### config.mk
export PLATFORM = sky130hd
export DESIGN_NAME = act_maxpool_sink
export DESIGN_NICKNAME = d
export VERILOG_FILES = /design/src/rtl/act_pkg.sv /design/src/rtl/act_pool_window.sv /design/src/rtl/act_maxpool_sink.sv
export SDC_FILE = /design/constraint.sdc
export NUM_CORES = 1
export LEC_CHECK = 0
export ABC_CLOCK_PERIOD_IN_PS = 2800
export BUFFER_PORTS_ARGS = -buffer_cell sky130_fd_sc_hd__buf_4
export CAP_MARGIN = 30
export CORE_MARGIN = 2
export CORE_UTILIZATION = 45
export DETAILED_ROUTE_END_ITERATION = 12
export GPL_TIMING_DRIVEN = 0
export PLACE_DENSITY = 0.67
export SLEW_MARGIN = 20
export SYNTH_ARGS = -nofsm -noshare
export SYNTH_HDL_FRONTEND = slang
export SYNTH_SLANG_ARGS = --single-unit
### constraint.sdc
create_clock -name clk -period 2.8 [get_ports clk]
set_input_delay 0 -clock clk [delete_from_list [all_inputs] [get_ports clk]]
set_output_delay 0 -clock clk [all_outputs]
set_load 0.01 [all_outputs]
### src/rtl/act_pkg.sv
// Shared definitions for the activation-lane pooling sink: window state encoding,
// default word widths and the unsigned max helper used by the window datapath.
package act_pkg;

    localparam int ACT_DATA_WIDTH    = 8;
    localparam int ACT_ADDRESS_WIDTH = 10;
    localparam int ACT_MAX_WIDTH     = 32;

    typedef enum logic {
        IDLE  = 1'b0,
        ACCUM = 1'b1
    } pool_state_t;

    // Callers zero-extend into this width and truncate the result back.
    function automatic logic [ACT_MAX_WIDTH-1:0] umax(input logic [ACT_MAX_WIDTH-1:0] a,
                                                      input logic [ACT_MAX_WIDTH-1:0] b);
        return (a > b) ? a : b;
    endfunction

endpackage

### src/rtl/act_pool_window.sv
// Pooling window tracker: beat counter, running max and window base address.
// Also reports when the current beat closes the window and the values to emit.
module act_pool_window
    import act_pkg::*;
#(
    parameter int DATA_WIDTH    = ACT_DATA_WIDTH,
    parameter int ADDRESS_WIDTH = ACT_ADDRESS_WIDTH,
    parameter int POOL_SIZE     = 2,
    parameter int CNT_W         = $clog2(POOL_SIZE) + 1
) (
    input  logic                     clk,
    input  logic                     rst,
    input  logic                     clear_i,
    input  logic                     beat_i,
    input  logic                     last_i,
    input  logic [DATA_WIDTH-1:0]    data_i,
    input  logic [ADDRESS_WIDTH-1:0] addr_i,
    output pool_state_t              state_o,
    output logic [CNT_W-1:0]         cnt_o,
    output logic [ADDRESS_WIDTH-1:0] base_o,
    output logic                     complete_o,
    output logic [DATA_WIDTH-1:0]    win_max_o,
    output logic [ADDRESS_WIDTH-1:0] win_base_o
);

    pool_state_t              state_q, state_n;
    logic [CNT_W-1:0]         cnt_q, cnt_n;
    logic [DATA_WIDTH-1:0]    max_q, max_n;
    logic [ADDRESS_WIDTH-1:0] base_q, base_n;

    // NOTE: every always_comb output gets a default first so no path leaves it unassigned (no latch).
    always_comb begin
        state_n    = state_q;
        cnt_n      = cnt_q;
        max_n      = max_q;
        base_n     = base_q;
        complete_o = 1'b0;
        // The first beat of a window seeds max and base; later beats fold into them.
        win_max_o  = (state_q == IDLE) ? data_i
                   : DATA_WIDTH'(umax(ACT_MAX_WIDTH'(max_q), ACT_MAX_WIDTH'(data_i)));
        win_base_o = (state_q == IDLE) ? addr_i : base_q;

        if (clear_i) begin
            state_n = IDLE;
            cnt_n   = '0;
        end else if (beat_i) begin
            max_n  = win_max_o;
            base_n = win_base_o;
            if (state_q == IDLE) begin
                cnt_n      = CNT_W'(1);
                complete_o = (POOL_SIZE == 1) || last_i;
            end else begin
                cnt_n      = cnt_q + CNT_W'(1);
                complete_o = (cnt_n == CNT_W'(POOL_SIZE)) || last_i;
            end
            if (complete_o) begin
                state_n = IDLE;
                cnt_n   = '0;
            end else begin
                state_n = ACCUM;
            end
        end
    end

    // NOTE: sequential state uses non-blocking assignments so all registers update from pre-edge values.
    always_ff @(posedge clk or negedge rst) begin
        if (!rst) begin
            state_q <= IDLE;
            cnt_q   <= '0;
            max_q   <= '0;
            base_q  <= '0;
        end else begin
            state_q <= state_n;
            cnt_q   <= cnt_n;
            max_q   <= max_n;
            base_q  <= base_n;
        end
    end

    assign state_o = state_q;
    assign cnt_o   = cnt_q;
    assign base_o  = base_q;

endmodule

### src/rtl/act_maxpool_sink.sv
// Pooling-side consumer of one activation lane: max-pools POOL_SIZE beats into one
// registered output word, flags non-contiguous in-window addresses (sticky).
module act_maxpool_sink
    import act_pkg::*;
#(
    parameter int DATA_WIDTH    = ACT_DATA_WIDTH,
    parameter int ADDRESS_WIDTH = ACT_ADDRESS_WIDTH,
    parameter int POOL_SIZE     = 2,
    localparam int CNT_W        = $clog2(POOL_SIZE) + 1
) (
    input  logic                     clk,
    input  logic                     rst,
    input  logic                     clear_i,
    input  logic                     act_last_i,
    input  logic                     act_valid_i,
    input  logic [DATA_WIDTH-1:0]    act_result_i,
    input  logic [ADDRESS_WIDTH-1:0] act_result_address_i,
    output logic                     pool_valid_o,
    output logic                     pool_last_o,
    output logic [DATA_WIDTH-1:0]    pool_result_o,
    output logic [ADDRESS_WIDTH-1:0] pool_result_address_o,
    output logic                     frame_done_o,
    output logic                     addr_err_o
);

    localparam int LOG2_POOL = $clog2(POOL_SIZE);

    if ((POOL_SIZE < 1) || (POOL_SIZE > 16) || ((POOL_SIZE & (POOL_SIZE - 1)) != 0)
        || (DATA_WIDTH > ACT_MAX_WIDTH)) begin : g_param_check
        $error("act_maxpool_sink: POOL_SIZE must be a power of 2 in 1..16");
    end

    pool_state_t              state;
    logic [CNT_W-1:0]         cnt;
    logic [ADDRESS_WIDTH-1:0] base_addr;
    logic                     complete;
    logic [DATA_WIDTH-1:0]    win_max;
    logic [ADDRESS_WIDTH-1:0] win_base;
    logic                     beat;
    logic                     addr_gap;

    // A clear drops any beat presented alongside it.
    assign beat = act_valid_i && !clear_i;

    act_pool_window #(
        .DATA_WIDTH   (DATA_WIDTH),
        .ADDRESS_WIDTH(ADDRESS_WIDTH),
        .POOL_SIZE    (POOL_SIZE),
        .CNT_W        (CNT_W)
    ) u_window (
        .clk       (clk),
        .rst       (rst),
        .clear_i   (clear_i),
        .beat_i    (beat),
        .last_i    (act_last_i),
        .data_i    (act_result_i),
        .addr_i    (act_result_address_i),
        .state_o   (state),
        .cnt_o     (cnt),
        .base_o    (base_addr),
        .complete_o(complete),
        .win_max_o (win_max),
        .win_base_o(win_base)
    );

    // Expected address wraps naturally at the address width, so a wrap is not an error.
    assign addr_gap = beat && (state == ACCUM)
                   && (act_result_address_i != base_addr + ADDRESS_WIDTH'(cnt));

    always_ff @(posedge clk or negedge rst) begin
        if (!rst) begin
            addr_err_o <= 1'b0;
        end else if (clear_i) begin
            addr_err_o <= 1'b0;
        end else if (addr_gap) begin
            addr_err_o <= 1'b1;
        end
    end

    // Flags pulse for one cycle; data and address hold the last emitted word.
    always_ff @(posedge clk or negedge rst) begin
        if (!rst) begin
            pool_valid_o          <= 1'b0;
            pool_last_o           <= 1'b0;
            frame_done_o          <= 1'b0;
            pool_result_o         <= '0;
            pool_result_address_o <= '0;
        end else begin
            pool_valid_o <= complete;
            pool_last_o  <= complete && act_last_i;
            frame_done_o <= complete && act_last_i;
            if (complete) begin
                pool_result_o         <= win_max;
                pool_result_address_o <= win_base >> LOG2_POOL;
            end
        end
    end

endmodule

# Word-level counts from Yosys, hierarchy flattened
# Index checks and enable logic that the tools add are counted.
[word_totals]
regBits = 41
wordCells = 44
[classes]
n_reduce_logical = 10
eq_ne = 2
mux = 17
bitwise_logic = 2
order_cmp = 1
n_addsub = 2
[ops]
columns = ["op", "n"]
rows = [
  ["$mux W8", 2],
  ["$add A10 B2 Y10", 1],
  ["$mux W1", 10],
  ["$mux W10", 1],
  ["$ne A10 B10 Y1", 1],
  ["$gt A8 B8 Y1", 1],
  ["$mux W2", 4],
  ["$logic_and A1 B1 Y1", 4],
  ["$reduce_bool A2 Y1", 2],
  ["$reduce_and A3 Y1", 1],
  ["$add A2 B1 Y2 const B", 1],
  ["$eq A2 B2 Y1 const B", 1],
  ["$not A1 Y1", 2],
  ["$reduce_and A2 Y1", 1],
  ["$logic_not A1 Y1", 1],
  ["$logic_or A1 B1 Y1", 1],
]

# Logic depth before layout (Yosys ltp)
# Gate-level depths: netlist (run 1).
[logic_depth]
depth_word = 9
depth_mapped = 9
mapped_depth_nobuf = 7

# Hierarchy
# Synthesis (run 1) repeated with hierarchy kept, for this count alone.
[unflattened]
hier_cells = 187
hier_area_um2 = 2352.3
[modules_own_cells]
columns = ["mod", "area_each_um2", "instances", "cells_each"]
rows = [
  ["act_pool_window", 1292.5, 1, 104],
  ["act_maxpool_sink", 1059.8, 1, 83],
]

# Least setup slack after synthesis (run 1)
# No wires, ideal clock.
[synth_timing]
kind = "register to register"
from = "register u_window.max_q[7]"
to = "register u_window.max_q[0]"
path_buffers = 2
period_less_slack_ps = 2150
setup_ps = 125
arrival_time_ps = 2025
setup_slack_ps = 650
stages_incl_launch_ff = 9
cell_sequence = "dfrtp_1 -> ha_1 -> nand4_1 -> or3b_1 -> a21o_1 -> buf_6 -> and3b_1 -> buf_6 -> mux2_4"
[synth_via]
elab_chain_len = 3
[synth_rtl]
columns = ["element", "line", "text"]
rows = [
  ["from (decl)", "act_pool_window.sv:28", "logic [DATA_WIDTH-1:0] max_q, max_n;"],
  ["from (signal assigned)", "act_pool_window.sv:75", "max_q <= max_n;"],
  ["$gt A8 B8 Y1", "act_pkg.sv:17", "return (a > b) ? a : b;"],
  ["$mux W8", "act_pkg.sv:17", ""],
  ["$mux W8", "act_pool_window.sv:39", "win_max_o = (state_q == IDLE) ? data_i"],
]
# No other way between the ends.
# A chain may end at the register's enable or synchronous reset.

# Worst setup path after layout (run 1)
[layout_timing]
from = "register u_window.max_q[7]"
to = "register u_window.max_q[6]"
# Same word-level chain as after synthesis.

==> results of run 1 <==
==> power by group <==
part / switching (mW) / internal [mW] / leakage, nW
clock network: 0.194 / 0.196 / 0.0443
registers: 0.0813 / 0.690 / 0.480
logic: 0.241 / 0.271 / 0.846
==> synthesized netlist by cell type, drive strengths merged <==
cell / n
nand3: 14
a21oi: 18
and4: 1
a21o: 3
o211ai: 10
or2: 1
o21ai: 7
nor2b: 1
xor2: 5
nand2: 4
nor4: 2
dfrtp: 41
inv: 12
or3: 2
nor3b: 2
xnor2: 8
nand4: 4
a211o: 1
conb: 1
o21a: 1
a21boi: 1
fa: 1
ha: 11
and3b: 1
a31oi: 9
o221ai: 1
nand2b: 2
mux2i: 11
mux2: 18
a41oi: 1
buf: 6
or3b: 1
nor2: 24
clkbuf: 6
==> cell type report <==
| class | count | area share [%] |
|---|---|---|
| multi-input cells | 166 | 39.7 |
| flip-flops and latches | 41 | 33.1 |
| repair buffers | 66 | 17.8 |
| well taps | 70 | 2.83 |
| clock buffers | 7 | 2.79 |
| plain buffers | 12 | 2.30 |
| inverters | 12 | 1.45 |
==> timing repair <==
action                                 in CTS  in global routing
hold buffers                               22                  0
endpoints found under the hold margin      70                  0
resized for setup                           0                  0
==> path summary, 6_finish.rpt <==
check	slack [ns]	end	start
worst max-delay path	0.26	u_window.max_q[6]$_DFFE_PN0P_	u_window.max_q[7]$_DFFE_PN0P_
worst min-delay path	0.03	u_window.cnt_o[1]$_DFFE_PN0P_	act_valid_i
worst max register to register	0.26	u_window.max_q[6]$_DFFE_PN0P_	u_window.max_q[7]$_DFFE_PN0P_
worst min register to register	0.52	u_window.base_o[0]$_DFFE_PN0P_	u_window.base_o[0]$_DFFE_PN0P_
max in group asynchronous	2.22	u_window.base_o[0]$_DFFE_PN0P_	rst
min in group asynchronous	0.23	pool_result_o[7]$_DFFE_PN0P_	rst
==> metrics by stage <==
step | instances | cell area [sq um]
final | 374 | 3100
after detailed placement | 344 | 2780
after floorplan | 231 | 2370
after global placement | 344 | 2780
after global routing | 374 | 3100
after CTS | 373 | 3090
==> metal layers <==
metal,vias to the layer above,share of wire (%),GRT usage (%)
met5,-,0,0
met4,0,1.8,7.45
met3,8,3.4,4.03
met2,46,48,29.9
met1,935,47,25.1
li1,973,-,-
==> critical path: stages (launching register included) <==
cell     delay [ns]
dfrtp_1        0.40
ha_1           0.32
nand2_1        0.06
o21ai_1        0.53
nand2_1        0.38
and3b_1        0.28
buf_6          0.15
mux2_4         0.30
==> flip-flops by register name, summed over array words and instances (netlist names) <==
| name | cells |
|---|---|
| u_window.max_q | 8 |
| pool_result_o | 8 |
| pool_last_o | 1 |
| u_window.cnt_o | 2 |
| pool_valid_o | 1 |
| u_window.base_o | 10 |
| pool_result_address_o | 9 |
| u_window.state_o | 1 |
| addr_err_o | 1 |
==> cells by family after synthesis <==
group | count (synthesis) | share of synthesized area [%]
AOI/OAI and AO/OA | 52 | 13.5
xor gates and xnor gates | 13 | 4.80
adders and majority gates | 12 | 6.65
buffers and inverters | 24 | 4.90
DFF | 41 | 43.2
muxes | 29 | 14.5
other | 1 | 0.158
and+or+nand+nor | 59 | 12.3
==> flow_metrics.py, run 1 <==
metrics = {
    "grt": {
        "antenna_found_initial": 0,
        "grt_pass1_vias": 1893,
        "grt_overflow": 0,
        "grt_max_degree": 42,
        "grtUsageTotal_pct": 18.8,
        "grt_pass1_wl_microns": 8780,
    },
    "cells_and_area": {
        "final_common_cell": "buf_4",
        "fillers": 468,
        "final_core_util_pct": 60.6,
        "num_antenna_cells": 0,
        "regArea_sq_mm": 0.00103,
        "layout_common_cells": "47 x buf_4, 41 x dfrtp_1, 24 x nor2_1",
        "drive_gt1_share_pct": 24.7,
        "syn_to_final_growth_pct": 30.5,
        "multi_input_area_sq_mm": 0.00123,
        "layout.nets": 339,
    },
    "timing": {
        "max_freq_mhz": 394,
        "worst_pin_slew_ns": 0.715,
        "hold_viol": 0,
        "fin_crit_sh_pct": 90.7,
        "period_needed_ns": 2.54,
        "setup_ws_ns": 0.259,
        "slew_headroom_pct": 52.3,
        "slew_viol_final": 0,
        "timing.hold.ws_ns": 0.0341,
        "rsz0062_at_grt": "false",
        "setup_viol": 0,
        "fin_worst_skew_ns": 0.00333,
        "tns_ns": 0,
    },
    "cts": {
        "clkSinkCount": 41,
        "cts_tree": "yes",
        "clockBufferDepth": 2,
        "htree_num_levels": 2,
        "clk_latency_ns": 0.29,
        "clk_pin_slew_ns": 0.07,
        "cts_buffers": 5,
        "cts-root-buf": "clkbuf_8",
        "postCtsSetupBuffers": 0,
    },
    "worst_setup_path": {
        "path_max_fanout": 9,
        "critPathRequiredTime_ns": 2.98,
        "worstPathArrival_ns": 2.72,
        "reg2reg_depth": 7,
        "end_kind": "flip-flop",
        "critPathKind": "flip-flop to flip-flop",
        "start_kind": "flip-flop",
    },
    "run_status": {
        "status": "complete, no violations",
    },
    "power": {
        "leakage_nw": 1.37,
        "ir_drop_mv": 0.302,
        "power_mw": 1.67,
        "powerDensity_mw_per_mm2": 540,
    },
    "route": {
        "drt-total-wl_microns": 5340,
        "drcViolationCount": 0,
        "num_vias": 1962,
        "vias_per_cell": 5.25,
        "initialDrtViolationCount": 77,
        "antenna_left": 0,
        "wl_per_cell_microns": 14.3,
        "dr.pass1.iters": 4,
    },
    "synth": {
        "ys_types": 39,
        "yosysWarnings": 0,
        "seq_area_frac_synth_pct": 43.2,
        "synth_area_leaders": "dfrtp_1 43%, ha_1 5.8%, mux2_4 5.1%",
        "synthesis.area_sq_mm": 0.00237,
        "yosysTopAreaCell": "dfrtp_1",
        "synth.avg_cell_area_sq_um": 10.3,
        "synthCells": 231,
        "yosysTopAreaCellShare_pct": 43.2,
        "synthesis.nets": 266,
        "ys_ff_latch": 41,
    },
    "floorplanning": {
        "die_y_microns": 76.6,
        "fp-row-count": 26,
        "start_util_pct": 46.4,
        "die_x_microns": 76.6,
        "core_area_sq_mm": 0.00511,
        "ios": 45,
        "die_area_sq_mm": 0.00587,
    },
    "placement": {
        "place_hpwl_microns": 3760,
        "portBuffers": 43,
        "gp_congestion": 0.830,
        "dp_slack_ns": 0.323,
    },
    "worst_hold_path": {
        "hold_path_depth": 3,
        "worstHoldPathType": "primary input to flip-flop",
    },
    "job": {
        "cap_violations": 0,
    },
}
Power figures use the tool's default switching activity.
==> run 2: changes to the inputs <==
--- a/config.mk
+++ b/config.mk
@@ -9,10 +9,10 @@
 export BUFFER_PORTS_ARGS = -buffer_cell sky130_fd_sc_hd__buf_4
 export CAP_MARGIN = 30
 export CORE_MARGIN = 2
-export CORE_UTILIZATION = 45
+export CORE_UTILIZATION = 51
 export DETAILED_ROUTE_END_ITERATION = 12
 export GPL_TIMING_DRIVEN = 0
-export PLACE_DENSITY = 0.67
+export PLACE_DENSITY = 0.74
 export SLEW_MARGIN = 20
 export SYNTH_ARGS = -nofsm -noshare
 export SYNTH_HDL_FRONTEND = slang
==> run 2 against run 1 <==
Net effect:
- clock power increased by 29%
- sequential share of layout area is essentially flat
- register-to-register slack worse by 0.05 ns
- sequential power decreased by 0.5%
- cell count down 4.8%
- worst hold slack got worse by 0.020 ns
- critical endpoint is now u_window.max_q[2]$_DFFE_PN0P_
- global-route usage is 3.9 points higher
- largest power group unchanged
- fmax shrank 2.1%
- first-iteration DRC count grew 5.2%
- non-clock buffer count down 1
==> flow_metrics.py, run 2 (synthesized netlist as in run 1, its figures left out) <==
metrics = {
    "timing": {
        "slew_headroom_pct": 52.1,
        "max_freq_mhz": 385,
        "fin_worst_skew_ns": 0.0114,
        "fin_crit_sh_pct": 92.7,
        "setup_ws_ns": 0.205,
        "worst_pin_slew_ns": 0.718,
        "rsz0062_at_grt": "false",
        "slew_viol_final": 0,
        "hold_viol": 0,
        "setup_viol": 0,
        "tns_ns": 0,
        "period_needed_ns": 2.59,
    },
    "job": {
        "cap_violations": 0,
    },
    "floorplanning": {
        "start_util_pct": 53.7,
        "die_x_microns": 72.2,
        "ios": 45,
        "fp-row-count": 24,
        "core_area_sq_mm": 0.00441,
        "die_area_sq_mm": 0.00521,
        "die_y_microns": 72.2,
    },
    "grt": {
        "antenna_found_initial": 0,
        "grt_max_degree": 42,
        "grt_overflow": 0,
        "grt_pass1_wl_microns": 9230,
        "grtUsageTotal_pct": 22.7,
        "grt_pass1_vias": 1984,
    },
    "worst_setup_path": {
        "path_max_fanout": 9,
        "cp_slowest_stage_delay_ns": 0.53,
        "end_kind": "flip-flop",
        "critPathRequiredTime_ns": 2.98,
        "worst_path_max_delay_cell": "o21ai_1",
        "crit_chain": "ha_1 > nand2_1 > o21ai_1 > nand2_1 > and3b_1 > buf_6 > mux2_4",
        "start_kind": "flip-flop",
        "worstPathArrival_ns": 2.78,
        "crit_top_cell": "nand2_1",
        "critPathKind": "flip-flop to flip-flop",
    },
    "power": {
        "power.internal_mw": 1.25,
        "leakage_nw": 1.38,
        "seqPwrFrac_pct": 43.0,
        "comb_power_share_pct": 28.9,
        "power_mw": 1.78,
        "powerDensity_mw_per_mm2": 576,
        "p_sw_share_pct": 29.8,
        "switchingPower_mw": 0.531,
        "ir_drop_mv": 0.282,
        "clockPowerShare_pct": 28.1,
    },
    "cells_and_area": {
        "syn_to_final_growth_pct": 30.4,
        "largest_reg_flops": 10,
        "fin_area_sq_mm": 0.00309,
        "drive_gt1_share_pct": 25.0,
        "final_common_cell": "buf_4",
        "layout_common_cells": "47 x buf_4, 41 x dfrtp_1, 24 x nor2_1",
        "num_antenna_cells": 0,
        "fillers": 350,
        "stdcell_count": 356,
        "layout.nets": 338,
    },
    "run_status": {
        "status": "complete, no violations",
    },
    "route": {
        "wl_per_cell_microns": 15.2,
        "vias_per_cell": 5.53,
        "dr.pass1.iters": 5,
        "initialDrtViolationCount": 81,
        "antenna_left": 0,
        "drt-total-wl_microns": 5420,
        "num_vias": 1967,
        "drcViolationCount": 0,
    },
    "placement": {
        "portBuffers": 43,
        "gp_congestion": 0.862,
        "dpl-instance-area_sq_mm": 0.00276,
        "place_hpwl_microns": 3630,
        "dp_slack_ns": 0.278,
        "placedCellCount": 326,
    },
    "worst_hold_path": {
        "worstHoldPathType": "primary input to flip-flop",
    },
    "cts": {
        "cts_tree": "yes",
        "htree_num_levels": 2,
        "postCtsSetupBuffers": 0,
        "cts_buffers": 5,
        "cts-root-buf": "clkbuf_8",
        "clkSinkCount": 41,
        "cts_resized": 0,
        "clk_pin_slew_ns": 0.08,
        "clockBufferDepth": 2,
        "clk_latency_ns": 0.30,
    },
}
==> run 2: final cells by class <==
type | instances | area (sq um) | area share, %
Multi-Input combinational cell | 166 | 1230 | 39.7
Sequential cell | 41 | 1030 | 33.2
Timing Repair Buffer | 65 | 541 | 17.5
Clock buffer | 7 | 86.3 | 2.79
Buffer | 12 | 71.3 | 2.30
Tap cell | 52 | 65.1 | 2.10
Inverter | 12 | 45.0 | 1.46
Clock inverter | 1 | 30.0 | 0.970
==> run 2: what timing repair did <==
item                                    in CTS  in global routing
hold buffers                                21                  0
endpoints found under the setup margin       0                  0
endpoints found under the hold margin       72                  0
==> run 2: per-layer routing <==
layer | part of all wire [%] | up-vias | track usage (%)
li1 | - | 969 | -
met1 | 50 | 939 | 31.9
met2 | 45 | 51 | 35.7
met3 | 4.4 | 8 | 4.72
met4 | 1.3 | 0 | 6.29
met5 | 0 | - | 0
==> run 2: final timing paths <==
check | from | endpoint | slack, ns | depth (start not counted)
max in group asynchronous | rst | u_window.cnt_o[1]$_DFFE_PN0P_ | 2.22 | 2
worst max-delay path | u_window.max_q[7]$_DFFE_PN0P_ | u_window.max_q[2]$_DFFE_PN0P_ | 0.21 | 7
worst min-delay path | act_valid_i | u_window.cnt_o[0]$_DFFE_PN0P_ | 0.01 | 3
worst min register to register | u_window.base_o[0]$_DFFE_PN0P_ | u_window.base_o[0]$_DFFE_PN0P_ | 0.52 | 1
worst max register to register | u_window.max_q[7]$_DFFE_PN0P_ | u_window.max_q[2]$_DFFE_PN0P_ | 0.21 | 7
min in group asynchronous | rst | pool_result_o[6]$_DFFE_PN0P_ | 0.21 | 2
==> run 2: stage by stage <==
step,hold WS (ns),utilization [%]
CTS,0.00862,69.9
finish,0.0146,70.1
global route,0.0239,70.1
global placement,0.0154,62.5
floorplan,-0.296,-
detailed placement,0.0196,62.5
==> run 2: power by group through the flow <==
stage	Clock (mW)	Sequential (mW)	Combinational (mW)
after floorplan	0	0.786	0.284
after global placement	0	0.775	0.478
after detailed placement	0	0.778	0.487
after CTS	0.510	0.767	0.516
after global routing	0.530	0.783	0.570
final	0.501	0.767	0.515
==> run 2: worst max-delay path: cells and delay by family, from the launching register on <==
kind,cells,cell delay [ns]
AOI/OAI and AO/OA,1,0.53
adders and majority gates,1,0.33
buffers and inverters,1,0.15
DFF,1,0.41
muxes,1,0.30
and+or+nand+nor,3,0.74
==> run 3: changes to the inputs <==
--- a/config.mk
+++ b/config.mk
@@ -8,6 +8,7 @@
 export ABC_CLOCK_PERIOD_IN_PS = 2800
 export BUFFER_PORTS_ARGS = -buffer_cell sky130_fd_sc_hd__buf_4
 export CAP_MARGIN = 30
+export CORE_ASPECT_RATIO = 1.1
 export CORE_MARGIN = 2
 export CORE_UTILIZATION = 51
 export DETAILED_ROUTE_END_ITERATION = 12
==> run 3 against run 2 <==
Net effect:
- sequential power is 0.7% higher
- clock-buffer cell count stayed put
- clock power is 15% lower
- cell area is 0.24% lower
- critical path type unchanged
- critical endpoint is now u_window.max_q[0]$_DFFE_PN0P_
==> flow_metrics.py, run 3 (synthesized netlist as in run 1, its figures left out) <==
metrics = {
    "route": {
        "drt-total-wl_microns": 5570,
        "num_vias": 1964,
        "vias_per_cell": 5.46,
        "wl_per_cell_microns": 15.5,
        "drcViolationCount": 0,
        "initialDrtViolationCount": 128,
        "dr.pass1.iters": 4,
        "antenna_left": 0,
    },
    "placement": {
        "portBuffers": 43,
        "place_hpwl_microns": 3880,
        "dpl-instance-area_sq_mm": 0.00277,
        "gp_congestion": 0.838,
    },
    "grt": {
        "grt_pass1_wl_microns": 9100,
        "antenna_found_initial": 0,
        "grt_pass1_vias": 1906,
        "grt_max_degree": 42,
        "grt_overflow": 0,
        "grtUsageTotal_pct": 22.5,
    },
    "worst_setup_path": {
        "path_max_fanout": 9,
        "critPathKind": "flip-flop to flip-flop",
        "worstPathArrival_ns": 2.79,
        "start_kind": "flip-flop",
        "end_kind": "flip-flop",
        "critPathRequiredTime_ns": 2.98,
    },
    "timing": {
        "tns_ns": 0,
        "slew_headroom_pct": 41.0,
        "period_needed_ns": 2.61,
        "slew_viol_final": 0,
        "worst_pin_slew_ns": 0.881,
        "fin_worst_skew_ns": 0.00714,
        "max_freq_mhz": 384,
        "setup_viol": 0,
        "fin_crit_sh_pct": 93.1,
        "rsz0062_at_grt": "false",
        "hold_viol": 0,
    },
    "worst_hold_path": {
        "worstHoldPathType": "primary input to flip-flop",
    },
    "power": {
        "powerDensity_mw_per_mm2": 556,
        "ir_drop_mv": 0.441,
        "leakage_nw": 1.38,
    },
    "floorplanning": {
        "ios": 45,
        "start_util_pct": 52.1,
        "die_x_microns": 69.0,
        "die_y_microns": 75.5,
        "core_area_sq_mm": 0.00455,
        "die_area_sq_mm": 0.00521,
        "fp-row-count": 26,
    },
    "cts": {
        "clkSinkCount": 41,
        "cts-root-buf": "clkbuf_8",
        "clk_latency_ns": 0.30,
        "cts_buffers": 5,
        "htree_num_levels": 2,
        "clockBufferDepth": 2,
        "cts_tree": "yes",
        "clk_pin_slew_ns": 0.08,
        "cts_resized": 0,
    },
    "cells_and_area": {
        "num_antenna_cells": 0,
        "layout_common_cells": "46 x buf_4, 41 x dfrtp_1, 24 x nor2_1",
        "layout.nets": 338,
        "largest_reg_flops": 10,
        "fillers": 365,
        "fin_area_sq_mm": 0.00309,
        "drive_gt1_share_pct": 25.0,
        "final_core_util_pct": 67.8,
        "syn_to_final_growth_pct": 30.1,
        "final_common_cell": "buf_4",
    },
    "run_status": {
        "status": "complete, no violations",
    },
    "job": {
        "cap_violations": 0,
    },
}
run 3: cell count changes in the layout (fill, tap and decap cells not counted):
cell	before	now
buf_4	47	46
bufinv_16	1	0
dlygate4sd3_1	21	22
clkbuf_1	7	6
clkinv_2	0	1
clkbuf_8	6	7
run 3: timing repair:
item / CTS / global route
hold buffers: 22 / 0
endpoints found under the hold margin: 71 / 0
setup buffers: 0 / 0
run 3: final cells by class:
class,count,area [sq um],area share (%)
clock inverter,1,5.00,0.162
multi-input combinational,166,1230,39.8
buffer,12,71.3,2.31
timing repair buffer,65,543,17.6
tap,56,70.1,2.27
clock buffer,7,96.3,3.12
inverter,12,45.0,1.46
sequential,41,1030,33.2
run 3: through the flow:
| stage | power [mW] | hold slack, ns | cells | setup slack (ns) |
|---|---|---|---|---|
| global route | 1.81 | 0.0430 | 360 | 0.0775 |
| global placement | 1.25 | 0.0109 | 330 | 0.312 |
| floorplan | 1.07 | -0.296 | 231 | 0.650 |
| finish | 1.72 | 0.0210 | 360 | 0.193 |
| CTS | 1.72 | 0.0109 | 360 | 0.246 |
| detailed placement | 1.27 | 0.0169 | 330 | 0.266 |
run 3: power by group:
part	total (mW)	switching (mW)	internal, mW
combinational	0.516	0.246	0.270
clock	0.428	0.205	0.223
sequential	0.772	0.0826	0.689
run 3: final timing paths:
kind                       slack (ns)  cells past startpoint                            from                              endpoint
setup / recovery                 0.19                      7   u_window.max_q[5]$_DFFE_PN0P_         u_window.max_q[0]$_DFFE_PN0P_
hold / removal                   0.02                      3                     act_valid_i         u_window.cnt_o[1]$_DFFE_PN0P_
setup reg to reg                 0.19                      7   u_window.max_q[5]$_DFFE_PN0P_         u_window.max_q[0]$_DFFE_PN0P_
hold reg to reg                  0.52                      1  u_window.base_o[0]$_DFFE_PN0P_        u_window.base_o[0]$_DFFE_PN0P_
max in group asynchronous        2.22                      2                             rst  pool_result_address_o[1]$_DFFE_PN0P_
min in group asynchronous        0.22                      2                             rst          pool_result_o[6]$_DFFE_PN0P_
run 3: critical path, cell delays in order, from the launching register on:
cell     delay [ns]
dfrtp_1        0.42
ha_1           0.32
a21oi_1        0.08
o21ai_1        0.53
nand2_1        0.40
and3b_1        0.29
buf_6          0.15
mux2_4         0.30
run 3: per-layer routing:
layer | track usage [%] | vias up | routed length, microns
met4 | 8.71 | 0 | 97
met2 | 39.5 | 30 | 2750
li1 | - | 973 | -
met3 | 4.23 | 8 | 145
met5 | 0 | - | 0
met1 | 28.3 | 953 | 2580
